`src/rtl/ps2_pkg.sv`:
```
// rtl/ps2_pkg.sv - shared PS/2 types, defaults and helpers
// Purpose: state encoding and default timing for the PS/2 host transmitter.
// Contents: ps2_state_t, timing defaults, counter widths, odd_parity().
package ps2_pkg;

  typedef enum logic [2:0] {
    IDLE,
    RTS,
    START,
    DATA,
    STOP
  } ps2_state_t;

  localparam int INHIBIT_DEFAULT = 5000;
  localparam int FILTER_DEFAULT  = 8;
  localparam int TIMEOUT_DEFAULT = 750000;

  localparam int CNT_W  = 13;
  localparam int WDOG_W = 20;
  localparam int N_W    = 4;

  // Parity bit that makes the total number of ones in {parity, d} odd.
  function automatic logic odd_parity(input logic [7:0] d);
    return ~^d;
  endfunction

endpackage

```
`src/rtl/ps2_clk_filter.sv`:
```
// rtl/ps2_clk_filter.sv - PS/2 line synchroniser, clock glitch filter, fall strobe
// Purpose: condition the raw PS/2 clock and data lines for the host/device state machines.
// Ports:
//   CLOCK_50    in   system clock
//   frame_reset in   asynchronous active-high reset
//   ps2c_in     in   raw PS2_KBCLK level
//   ps2d_in     in   raw PS2_KBDAT level
//   ps2d_sync   out  2-FF synchronised data level
//   fall_tick   out  one-cycle strobe on filtered clock 1->0
module ps2_clk_filter #(
  parameter int FILTER_LEN = 8
) (
  input  logic CLOCK_50,
  input  logic frame_reset,
  input  logic ps2c_in,
  input  logic ps2d_in,
  output logic ps2d_sync,
  output logic fall_tick
);

  logic [1:0]            c_sync;
  logic [1:0]            d_sync;
  logic [FILTER_LEN-1:0] c_hist;
  logic                  c_filt;
  logic                  c_filt_next;

  // Filtered clock only moves once every sample in the window agrees.
  always_comb begin
    c_filt_next = c_filt;
    if (&c_hist)
      c_filt_next = 1'b1;
    else if (~|c_hist)
      c_filt_next = 1'b0;
  end

  // Idle-high reset values keep a reset from looking like a clock edge.
  always_ff @(posedge CLOCK_50 or posedge frame_reset) begin
    if (frame_reset) begin
      c_sync    <= 2'b11;
      d_sync    <= 2'b11;
      c_hist    <= '1;
      c_filt    <= 1'b1;
      fall_tick <= 1'b0;
    end else begin
      c_sync    <= {c_sync[0], ps2c_in};
      d_sync    <= {d_sync[0], ps2d_in};
      c_hist    <= {c_hist[FILTER_LEN-2:0], c_sync[1]};
      c_filt    <= c_filt_next;
      fall_tick <= c_filt & ~c_filt_next;
    end
  end

  assign ps2d_sync = d_sync[1];

endmodule

```
`src/rtl/ps2_host_tx.sv`:
```
// rtl/ps2_host_tx.sv - PS/2 host-to-device command transmitter
// Purpose: send one command byte to a PS/2 device (inhibit, start, 8 data LSB first,
//   odd parity, stop, ACK check) over open-drain clock/data lines.
// Ports:
//   CLOCK_50     in   system clock, 50 MHz
//   frame_reset  in   asynchronous active-high reset
//   wr_ps2       in   one-cycle send request, accepted only when tx_idle=1
//   din[7:0]     in   command byte, sampled on the accepted request
//   ps2c_in      in   raw PS2_KBCLK level
//   ps2d_in      in   raw PS2_KBDAT level
//   ps2c_oe      out  1 = pull PS2_KBCLK low
//   ps2d_oe      out  1 = pull PS2_KBDAT low
//   tx_idle      out  1 while idle (gates the receiver)
//   tx_done_tick out  one-cycle pulse: frame sent and ACKed
//   tx_err       out  one-cycle pulse: NACK or device clock timeout
module ps2_host_tx
  import ps2_pkg::*;
#(
  parameter int INHIBIT_CYCLES = INHIBIT_DEFAULT,
  parameter int FILTER_LEN     = FILTER_DEFAULT,
  parameter int TIMEOUT_CYCLES = TIMEOUT_DEFAULT
) (
  input  logic       CLOCK_50,
  input  logic       frame_reset,
  input  logic       wr_ps2,
  input  logic [7:0] din,
  input  logic       ps2c_in,
  input  logic       ps2d_in,
  output logic       ps2c_oe,
  output logic       ps2d_oe,
  output logic       tx_idle,
  output logic       tx_done_tick,
  output logic       tx_err
);

  localparam logic [CNT_W-1:0]  CNT_LOAD = CNT_W'(INHIBIT_CYCLES - 1);
  localparam logic [WDOG_W-1:0] WDOG_MAX = WDOG_W'(TIMEOUT_CYCLES - 1);

  ps2_state_t        state, state_n;
  logic [CNT_W-1:0]  cnt, cnt_n;
  logic [WDOG_W-1:0] wdog, wdog_n;
  logic [N_W-1:0]    n, n_n;
  logic [8:0]        shreg, shreg_n;
  logic              done_q, done_n;
  logic              err_q, err_n;
  logic              fall;
  logic              ps2d_s;

  ps2_clk_filter #(
    .FILTER_LEN(FILTER_LEN)
  ) u_filter (
    .CLOCK_50   (CLOCK_50),
    .frame_reset(frame_reset),
    .ps2c_in    (ps2c_in),
    .ps2d_in    (ps2d_in),
    .ps2d_sync  (ps2d_s),
    .fall_tick  (fall)
  );

  always_ff @(posedge CLOCK_50 or posedge frame_reset) begin
    if (frame_reset) begin
      state  <= IDLE;
      cnt    <= '0;
      wdog   <= '0;
      n      <= '0;
      shreg  <= '0;
      done_q <= 1'b0;
      err_q  <= 1'b0;
    end else begin
      state  <= state_n;
      cnt    <= cnt_n;
      wdog   <= wdog_n;
      n      <= n_n;
      shreg  <= shreg_n;
      done_q <= done_n;
      err_q  <= err_n;
    end
  end

  always_comb begin
    state_n = state;
    cnt_n   = cnt;
    wdog_n  = wdog;
    n_n     = n;
    shreg_n = shreg;
    done_n  = 1'b0;
    err_n   = 1'b0;

    // Watchdog covers every phase clocked by the device; a fall always
    // reloads it, so a fall on the expiry cycle wins over the timeout.
    if (state == START || state == DATA || state == STOP) begin
      if (fall) begin
        wdog_n = '0;
      end else if (wdog == WDOG_MAX) begin
        err_n   = 1'b1;
        state_n = IDLE;
      end else begin
        wdog_n = wdog + 1'b1;
      end
    end

    case (state)
      IDLE: begin
        if (wr_ps2) begin
          shreg_n = {odd_parity(din), din};
          cnt_n   = CNT_LOAD;
          state_n = RTS;
        end
      end
      RTS: begin
        if (cnt == '0) begin
          wdog_n  = '0;
          state_n = START;
        end else begin
          cnt_n = cnt - 1'b1;
        end
      end
      START: begin
        if (fall) begin
          n_n     = '0;
          state_n = DATA;
        end
      end
      DATA: begin
        if (fall) begin
          if (n == N_W'(8)) begin
            state_n = STOP;
          end else begin
            shreg_n = {1'b0, shreg[8:1]};
            n_n     = n + 1'b1;
          end
        end
      end
      STOP: begin
        if (fall) begin
          // Device pulls data low on the final clock to acknowledge.
          done_n  = ~ps2d_s;
          err_n   = ps2d_s;
          state_n = IDLE;
        end
      end
      default: state_n = IDLE;
    endcase
  end

  // Line drives are decoded from state so an async reset releases them at once.
  assign ps2c_oe      = (state == RTS);
  assign ps2d_oe      = (state == START) || ((state == DATA) && ~shreg[0]);
  assign tx_idle      = (state == IDLE);
  assign tx_done_tick = done_q;
  assign tx_err       = err_q;

endmodule

```
`config.mk`:
```
export PLATFORM = sky130hd
export DESIGN_NAME = ps2_host_tx
export DESIGN_NICKNAME = d
export VERILOG_FILES = /design/src/rtl/ps2_pkg.sv /design/src/rtl/ps2_clk_filter.sv /design/src/rtl/ps2_host_tx.sv
export SDC_FILE = /design/constraint.sdc
export NUM_CORES = 1
export LEC_CHECK = 0
export ABC_AREA = 1
export CORE_MARGIN = 1
export CORE_UTILIZATION = 47
export DETAILED_ROUTE_END_ITERATION = 8
export GPL_TIMING_DRIVEN = 0
export PLACE_DENSITY = 0.64
export SYNTH_ARGS = -nofsm -noshare
export SYNTH_HDL_FRONTEND = slang
export SYNTH_SLANG_ARGS = --single-unit
```
`constraint.sdc`:
```
create_clock -name CLOCK_50 -period 6.17 [get_ports CLOCK_50]
set_input_delay 1.851 -clock CLOCK_50 [delete_from_list [all_inputs] [get_ports CLOCK_50]]
set_output_delay 1.851 -clock CLOCK_50 [all_outputs]
set_load 0.02 [all_outputs]
```
==> impl_metrics.toml <==
[drt]
wl_met2_um = 3360
drt-met1-wl_um = 3670
vias_per_cell = 5.07
wirelength_um = 7460
num_vias = 3061
drtPass1Iterations = 4
wl_per_cell_um = 12.4
antenna_left = 0
drt_iter0_drc = 162
wl_met3_um = 236
drc = 0
top_layer = "met4"

[global_route]
overflow = 0
grt_max_degree = 37
grt_pass1_vias = 2805
grt_pass1_wl_um = 12800
grt_usage_pct = 21.2
antenna_found_initial = 0

[floorplanning]
chipWidth_um = 89.6
die_area_um2 = 8020
chipHeight_um = 89.6
rows = 31
initial_utilization_pct = 49.2
coreArea_um2 = 7330
ios = 18

[timing]
rsz0062_at_grt = "false"
finalCritPeriodShare_pct = 68.3
slew_viol_final = 0
hold_viol_final = 0
fmax_mhz = 237
period_minus_slack_ps = 4220
slew_headroom_pct = 49.7
clock_skew_ps = 7.50
worst_pin_slew_ps = 753
setup_viol = 0
hold_slack_ps = 358
finalSetupTns_ps = 0

[cts]
cts_root_buf = "clkbuf_8"
cts.sinks = 65
htree_levels = 3
clk_pin_slew_worst_paths_ps = 80
ctsHoldBuffers = 0
ctsLongestPathBuffers = 2
cts_buffers = 9
clk_latency_ps = 350
cts_resized = 0
post-cts-setup-buffers = 0
cts_tree = "yes"

[synthesis]
ys_types = 34
ys_warn_count = 0
yosys_register_bits = 65
synth.avg_cell_area_um2 = 7.65
synthesis.nets = 488
synthTopCellsByArea = "dfrtp_1 (36%), nand2_1 (14%), dfstp_2 (9.5%)"
synth_edf_count = 0
netlist.area_leader.share_pct = 36.1
yosys.area.top_type = "dfrtp_1"
ys.flop_type = "dfrtp_1"
synth_area_um2 = 3600
synthArstFlopShare_pct = 100
postSynthCellCount = 471
yosysSeqAreaShare_pct = 45.6

[placement]
dp_hpwl_um = 5360
dp.cells = 588
routabilityCongestion = 0.912
port_buffers = 17
place_area_um2 = 3920

[critical_path]
cp_cell_sequence = "inv_1, nand3_2, inv_2, clkbuf_1, clkdlybuf4s50_1"
end_kind = "output port"
crit_end = "ps2c_oe"
max_stage_delay_ps = 710
worst_ep_required_time_ps = 4320
setup.worst_path.start_class = "register"
reg2reg_depth = 10
crit_family = "buffers and inverters"
worstPathMaxFanout = 10
crit_path_top_delay_cell = "clkdlybuf4s50_1"
crit_start = "state[1]"
cp_data_arrival_time_ps = 2360
regToRegStartpoint = "cnt[0]"
path_depth = 5
cp_num_buf_inv = 4
r2r_slack_ps = 4360
r2r_end = "cnt[7]"
worstSetupPathType = "register to output port"

[pwr]
cellPowerDensity_nw_per_um2 = 260
p_comb_share_pct = 13.8
intPower_mw = 0.786
switchingPower_mw = 0.300
p_clk_share_pct = 40.5
p_leak_nw = 1.98
ir_drop_v = 0.000129
power.share.switching_pct = 27.6
power.share.sequential_pct = 45.7

[hold_path]
worstHoldPathCells = 0
hold_path.class = "register to register"
min_from = "u_filter.c_sync[1]"

[run_status]
status = "completed"

[cells_and_area]
layout.nets = 517
drive_gt1_share_pct = 12.1
final_area_um2 = 4170
area_growth_pct = 15.7
final_cells = 604
diodes = 0

[flow_run]
max_cap_violations = 0
==> layout by cell type (no fill, tap or decap), types with 9 or more instances in the layout <==
cell type | netlist | final
dfrtp_1 | 52 | 52
nand2_1 | 137 | 137
xnor2_1 | 11 | 11
clkdlybuf4s50_1 | 0 | 17
nand3_1 | 29 | 29
clkbuf_8 | 0 | 9
a21oi_1 | 10 | 10
dfstp_2 | 13 | 13
xor2_1 | 14 | 14
inv_1 | 37 | 36
o21ai_0 | 16 | 16
nor2_1 | 71 | 71
==> power groups by stage <==
stage / logic, mW / registers (mW) / clock network [mW]
5_1_grt: 0.174 / 0.503 / 0.468
6_report: 0.150 / 0.497 / 0.439
3_5_place_dp: 0.150 / 0.505 / 0
4_1_cts: 0.151 / 0.497 / 0.451
3_3_place_gp: 0.145 / 0.504 / 0
2_1_floorplan: 0.117 / 0.495 / 0
==> area by class of cell <==
| class | instances | area (µm²) |
|---|---|---|
| clock inverter | 4 | 52.6 |
| fill | 659 | 3160 |
| multi-input combinational | 352 | 1740 |
| timing repair buffer | 18 | 190 |
| tap | 99 | 124 |
| clock buffer | 12 | 199 |
| sequential | 65 | 1640 |
| buffer | 10 | 56.3 |
| inverter | 44 | 165 |
==> per-layer routing <==
| layer | global-route usage [%] | vias up |
|---|---|---|
| li1 | - | 1569 |
| met1 | 28.5 | 1417 |
| met2 | 33.3 | 58 |
| met3 | 3.29 | 17 |
| met4 | 10.7 | 0 |
| met5 | 0 | - |
==> cells in the mapped netlist, types with 7 or more instances <==
cell type and count:
dfstp_2 13, a31oi_1 8, o21ai_0 16, nand3_1 29, inv_2 7, xnor2_1 11, nand2_1 137, o21ai_1 8
a22oi_1 8, nor2_1 71, dfrtp_1 52, xor2_1 14, inv_1 37, a21oi_1 10
==> cell families (layout without fill, tap and decap cells) <==
logic type / after synthesis / in the layout / synth area share [%]
and+or+nand+nor: 266 / 266 / 30.9
DFF: 65 / 65 / 45.6
AOI/OAI and AO/OA: 57 / 57 / 9.93
buffers and inverters: 54 / 88 / 6.14
xor gates and xnor gates: 25 / 25 / 6.07
adders and majority gates: 4 / 4 / 1.39
==> metrics by stage <==
step | util [%] | power, mW | setup slack, ps
global placement | 53.2 | 0.649 | 1560
global route | 56.9 | 1.14 | 1840
CTS | 56.9 | 1.10 | 1950
floorplan | - | 0.612 | 2710
detailed placement | 53.5 | 0.655 | 2360
finish | 56.9 | 1.09 | 1950
==> state kept, by name, summed over array words and instances, names as in the netlist <==
| register | cells |
|---|---|
| cnt | 13 |
| n | 4 |
| shreg | 9 |
| state | 3 |
| tx_done_tick | 1 |
| tx_err | 1 |
| u_filter.c_filt | 1 |
| u_filter.c_hist | 8 |
| u_filter.c_sync | 2 |
| u_filter.d_sync | 2 |
| u_filter.fall_tick | 1 |
| wdog | 20 |
==> worst min path at each step <==
stage / endpoint / slack, ps
floorplan: u_filter.c_hist[0] / 350
global placement: u_filter.c_hist[0] / 350
detailed placement: u_filter.c_hist[0] / 350
CTS: u_filter.c_hist[0] / 360
global route: u_filter.d_sync[1] / 360
finish: u_filter.c_hist[0] / 360
No activity file was read; power rests on OpenSTA's default activity.
==> RTL change 1 (config.mk and constraints unchanged) <==
Make the reset (`frame_reset`) synchronous in 2 clocked blocks. Comments in the files are not updated.
--- a/src/rtl/ps2_clk_filter.sv
+++ b/src/rtl/ps2_clk_filter.sv
@@ -35,5 +35,5 @@
 
   // Idle-high reset values keep a reset from looking like a clock edge.
-  always_ff @(posedge CLOCK_50 or posedge frame_reset) begin
+  always_ff @(posedge CLOCK_50) begin
     if (frame_reset) begin
       c_sync    <= 2'b11;
--- a/src/rtl/ps2_host_tx.sv
+++ b/src/rtl/ps2_host_tx.sv
@@ -58,5 +58,5 @@
   );
 
-  always_ff @(posedge CLOCK_50 or posedge frame_reset) begin
+  always_ff @(posedge CLOCK_50) begin
     if (frame_reset) begin
       state  <= IDLE;
Check against the original RTL: differs if frame_reset is asserted again (counterexample within 4 cycles, from zero or initial values and one cycle with frame_reset high); with frame_reset held inactive, the same outputs for 10 cycles.
==> RTL change 1 against the unedited design <==
- area after synthesis shrank 7.6%
- largest power group unchanged
- total power shrank 8.5%
- highest routed layer unchanged
- largest cell class unchanged
- critical endpoint is now ps2d_oe
- sequential power down 8.0%
- cell area down 8.4%
- non-clock buffer count decreased by 1
- routed wire length fell by 8.3%
- critical path depth is 1 lower
- worst setup slack better by 0.42 ns
- sequential cell count unchanged
==> RTL change 1: results (changes against the unedited design) <==
status:
  outcome: "finished, final reports clean"  # unchanged
placement:
  place.gp.congestion: 0.885  # was 0.912
  place.detailed.hpwl_um: 5020  # was 5360 um
power:
  irDropWorstVdd_uv: 189  # was 129 uV
  total_leakage_power_nw: 1.64  # was 1.98 nW
  cellInternalPower_mw: 0.696  # was 0.786 mW
  p_total_mw: 0.993  # was 1.09 mW
global_routing:
  grtUsageTotal: 0.204  # was 0.212
  grt_start_max_net_pins: 14  # was 37
  first_pass_grt_wire_length_um: 11900  # was 12800 um
routing:
  drt_iter0_markers: 137  # was 162
  detailroute.wirelength.met3_um: 212  # was 236 um
  detail_route.wl_per_cell_um: 11.3  # was 12.4 um
  vias: 3008  # was 3061
  postRouteWirelength_um: 6840  # was 7460 um
critical_path:
  endpoint_of_the_worst_setup_timing_path: "ps2d_oe"  # was ps2c_oe
  crit-reg2reg-launch: "cnt[0]"  # unchanged
  timing.critical_path.from: "state[1]"  # unchanged
  critPathArrivalTime_ns: 1.94  # was 2.36 ns
  timing.reg2reg.setup_slack_ns: 4.32  # was 4.36 ns
  max_stage_delay_ns: 0.62  # was 0.71 ns
logic_synthesis:
  syn_nets: 492  # was 488
  synth_commonest_cells: "104 x sky130_fd_sc_hd__nand2_1, 65 x sky130_fd_sc_hd__dfxtp_1, 64 x sky130_fd_sc_hd__nor2_1"  # was 137 x sky130_fd_sc_hd__nand2_1, 71 x sky130_fd_sc_hd__nor2_1, 52 x sky130_fd_sc_hd__dfrtp_1
  synth-compound-area-share: 0.132  # was 0.0993
  netlist-cell-type-count: 39  # was 34
  synth_top_cells_by_area: "sky130_fd_sc_hd__dfxtp_1 39%, sky130_fd_sc_hd__nand2_1 12%, sky130_fd_sc_hd__nor2_1 7.2%, sky130_fd_sc_hd__inv_1 5.9%, sky130_fd_sc_hd__a21oi_1 4.4%"  # was sky130_fd_sc_hd__dfrtp_1 36%, sky130_fd_sc_hd__nand2_1 14%, sky130_fd_sc_hd__dfstp_2 9.5%, sky130_fd_sc_hd__nor2_1 7.4%, sky130_fd_sc_hd__nand3_1 4.0%
  syn-instance-count: 475  # was 471
  seq_area_frac_synth: 0.391  # was 0.456
final_layout:
  design_area_sq_mm: 0.00382  # was 0.00417 sq mm
  post_route_cells_drive_above_1_share: 0.112  # was 0.121
  fill_cells: 673  # was 659
  final_net_count: 520  # was 517
sta:
  layout_worst_path_cycle_share: 0.614  # was 0.683
hold_path:
  worst_hold_startpoint: "u_filter.d_sync[0]"  # was u_filter.c_sync[1]
## RTL change 1: cell types whose count changed after synthesis, moves of 7 or more
cell / delta
sky130_fd_sc_hd__dfrtp_1: -52
sky130_fd_sc_hd__nor2_1: -7
sky130_fd_sc_hd__xor2_1: -8
sky130_fd_sc_hd__dfxtp_1: +65
sky130_fd_sc_hd__a21oi_1: +19
sky130_fd_sc_hd__a22oi_1: -8
sky130_fd_sc_hd__nand2_1: -33
sky130_fd_sc_hd__o21ai_0: +9
sky130_fd_sc_hd__dfstp_2: -13
sky130_fd_sc_hd__inv_1: +15
## RTL change 1: final cells by class
type | count | share of cell area
Tap cell | 96 | 0.0314
Inverter | 62 | 0.0616
Clock inverter | 7 | 0.0203
Multi-Input combinational cell | 338 | 0.451
Sequential cell | 65 | 0.341
Clock buffer | 9 | 0.0324
Timing Repair Buffer | 17 | 0.0445
Buffer | 10 | 0.0187
==> RTL change 2 (config.mk and constraints unchanged) <==
Without the edit above. Change the package constant `N_W` from 4 to 3.
--- a/src/rtl/ps2_pkg.sv
+++ b/src/rtl/ps2_pkg.sv
@@ -18,5 +18,5 @@
   localparam int CNT_W  = 13;
   localparam int WDOG_W = 20;
-  localparam int N_W    = 4;
+  localparam int N_W    = 3;
 
   // Parity bit that makes the total number of ones in {parity, d} odd.
Function: same outputs for any inputs over 10 cycles, from zero or initial values and one cycle with frame_reset high; that may be too few to reach the edited logic, so the function may still have changed.
==> RTL change 2 against the unedited design <==
- via count down 0.75%
- core utilization down 0.51 points
- sequential cell count down 1
- area after synthesis up 0.28%
- critical path depth down 2
- register-to-register slack worse by 0.12 ns
- maximum frequency up 0.61%
- non-clock buffer count down 2
- routed wire length down 1.7%
- worst setup slack better by 0.026 ns
- cell area down 0.90%
- largest cell class unchanged
Power is not compared: it rests on default switching activity, and its combinational part moved more than twofold at a synthesized area within 25%.
==> RTL change 2: results (changes against the unedited design) <==
status:
  outcome: "finished, final reports clean"  # unchanged
logic_synthesis:
  synth_top_cells_by_area: "sky130_fd_sc_hd__dfrtp_1 35%, sky130_fd_sc_hd__nand2_1 13%, sky130_fd_sc_hd__dfstp_2 9.4%, sky130_fd_sc_hd__nor2_1 7.9%, sky130_fd_sc_hd__inv_1 5.9%"  # was sky130_fd_sc_hd__dfrtp_1 36%, sky130_fd_sc_hd__nand2_1 14%, sky130_fd_sc_hd__dfstp_2 9.5%, sky130_fd_sc_hd__nor2_1 7.4%, sky130_fd_sc_hd__nand3_1 4.0%
  post_synthesis_share_of_cell_area_spent_on_full_adders_half_adders_and_majority_gates: 0.0138  # was 0.0139
  syn-instance-count: 482  # was 471
  synth_async_sr_flop_share: 1.00  # unchanged
  netlist-cell-type-count: 39  # was 34
  synth_commonest_cells: "126 x sky130_fd_sc_hd__nand2_1, 76 x sky130_fd_sc_hd__nor2_1, 57 x sky130_fd_sc_hd__inv_1"  # was 137 x sky130_fd_sc_hd__nand2_1, 71 x sky130_fd_sc_hd__nor2_1, 52 x sky130_fd_sc_hd__dfrtp_1
  syn_nets: 499  # was 488
  synth-compound-area-share: 0.0942  # was 0.0993
  fraction_of_synthesized_cell_area_in_xor_and_xnor_cells: 0.0388  # was 0.0607
  ys.warnings.count: 0  # unchanged
  seq_area_frac_synth: 0.448  # was 0.456
placement:
  post-place-ws_ns: 2.37  # was 2.36 ns
  place.gp.congestion: 0.810  # was 0.912
  placed_area_sq_mm: 0.00393  # was 0.00392 sq mm
  dp_cells: 599  # was 588
  place.detailed.hpwl_um: 5340  # was 5360 um
final_layout:
  fill_cells: 695  # was 659
  final_net_count: 528  # was 517
  finish.cell_count_without_fillers: 615  # was 604
  post_route_cells_drive_above_1_share: 0.110  # was 0.121
  utilization: 0.564  # was 0.569
critical_path:
  critPathArrivalTime_ns: 2.34  # was 2.36 ns
  critical_path_peak_fanout: 10  # unchanged
  timing.reg2reg.setup_slack_ns: 4.24  # was 4.36 ns
sta:
  final_hold_slack_ns: 0.358  # about the same
  max_slew.worst_pin.slew_ns: 0.658  # was 0.753 ns
  worst_skew_ns: 0.00839  # was 0.00750 ns
routing:
  vias: 3038  # was 3061
  drt_iter0_markers: 164  # was 162
  postRouteWirelength_um: 7340  # was 7460 um
global_routing:
  antenna_found_initial: 0  # unchanged
  grtUsageTotal: 0.206  # was 0.212
  via_count_of_the_first_global_routing_pass: 2782  # was 2805
  first_pass_grt_wire_length_um: 12500  # was 12800 um
  grt_start_max_net_pins: 35  # was 37
clock_tree:
  root_buffer: "sky130_fd_sc_hd__clkbuf_8"  # unchanged
==> RTL change 2: where the power goes <==
group          total (mW)  switching, mW  internal (mW)
Combinational       0.499          0.311          0.188
Clock               0.368          0.178          0.190
Sequential          0.606         0.0846          0.522
Total                1.47          0.573          0.900
==> RTL change 2: final cells by class <==
class                   instances  share of cell area
inverters                      65              0.0590
multi-input cells             345               0.409
clock buffers                   9              0.0300
well taps                      99              0.0300
repair buffers                 18              0.0460
clock inverters                 7              0.0194
flip-flops and latches         64               0.391
plain buffers                   8              0.0148
==> RTL change 2: logic make-up after synthesis <==
logic type	Yosys count
xor+xnor	16
buf+inv	73
fa+ha+maj	4
flops	64
compound gates	54
simple gates	271
==> RTL change 2: critical path, delay by kind of cell (launching register included) <==
| kind | cells | cell delay [ns] |
|---|---|---|
| flops | 1 | 0.50 |
| buf+inv | 2 | 1.15 |
| simple gates | 1 | 0.34 |
==> RTL change 2: final timing paths <==
| path | endpoint | depth (start not counted) | from |
|---|---|---|---|
| max | ps2c_oe | 3 | state[2] |
| min | u_filter.d_sync[1] | 0 | u_filter.d_sync[0] |
| max reg2reg | wdog[1] | 11 | cnt[0] |
| min reg2reg | u_filter.d_sync[1] | 0 | u_filter.d_sync[0] |
| max in group asynchronous | cnt[5] | 3 | frame_reset |
| min in group asynchronous | tx_done_tick | 2 | frame_reset |
==> RTL change 2: routing by layer <==
| metal | wire length [um] | global-route usage |
|---|---|---|
| met5 | 0 | 0 |
| met4 | 84 | 0.0664 |
| met3 | 268 | 0.0576 |
| met2 | 3360 | 0.322 |
| met1 | 3630 | 0.277 |
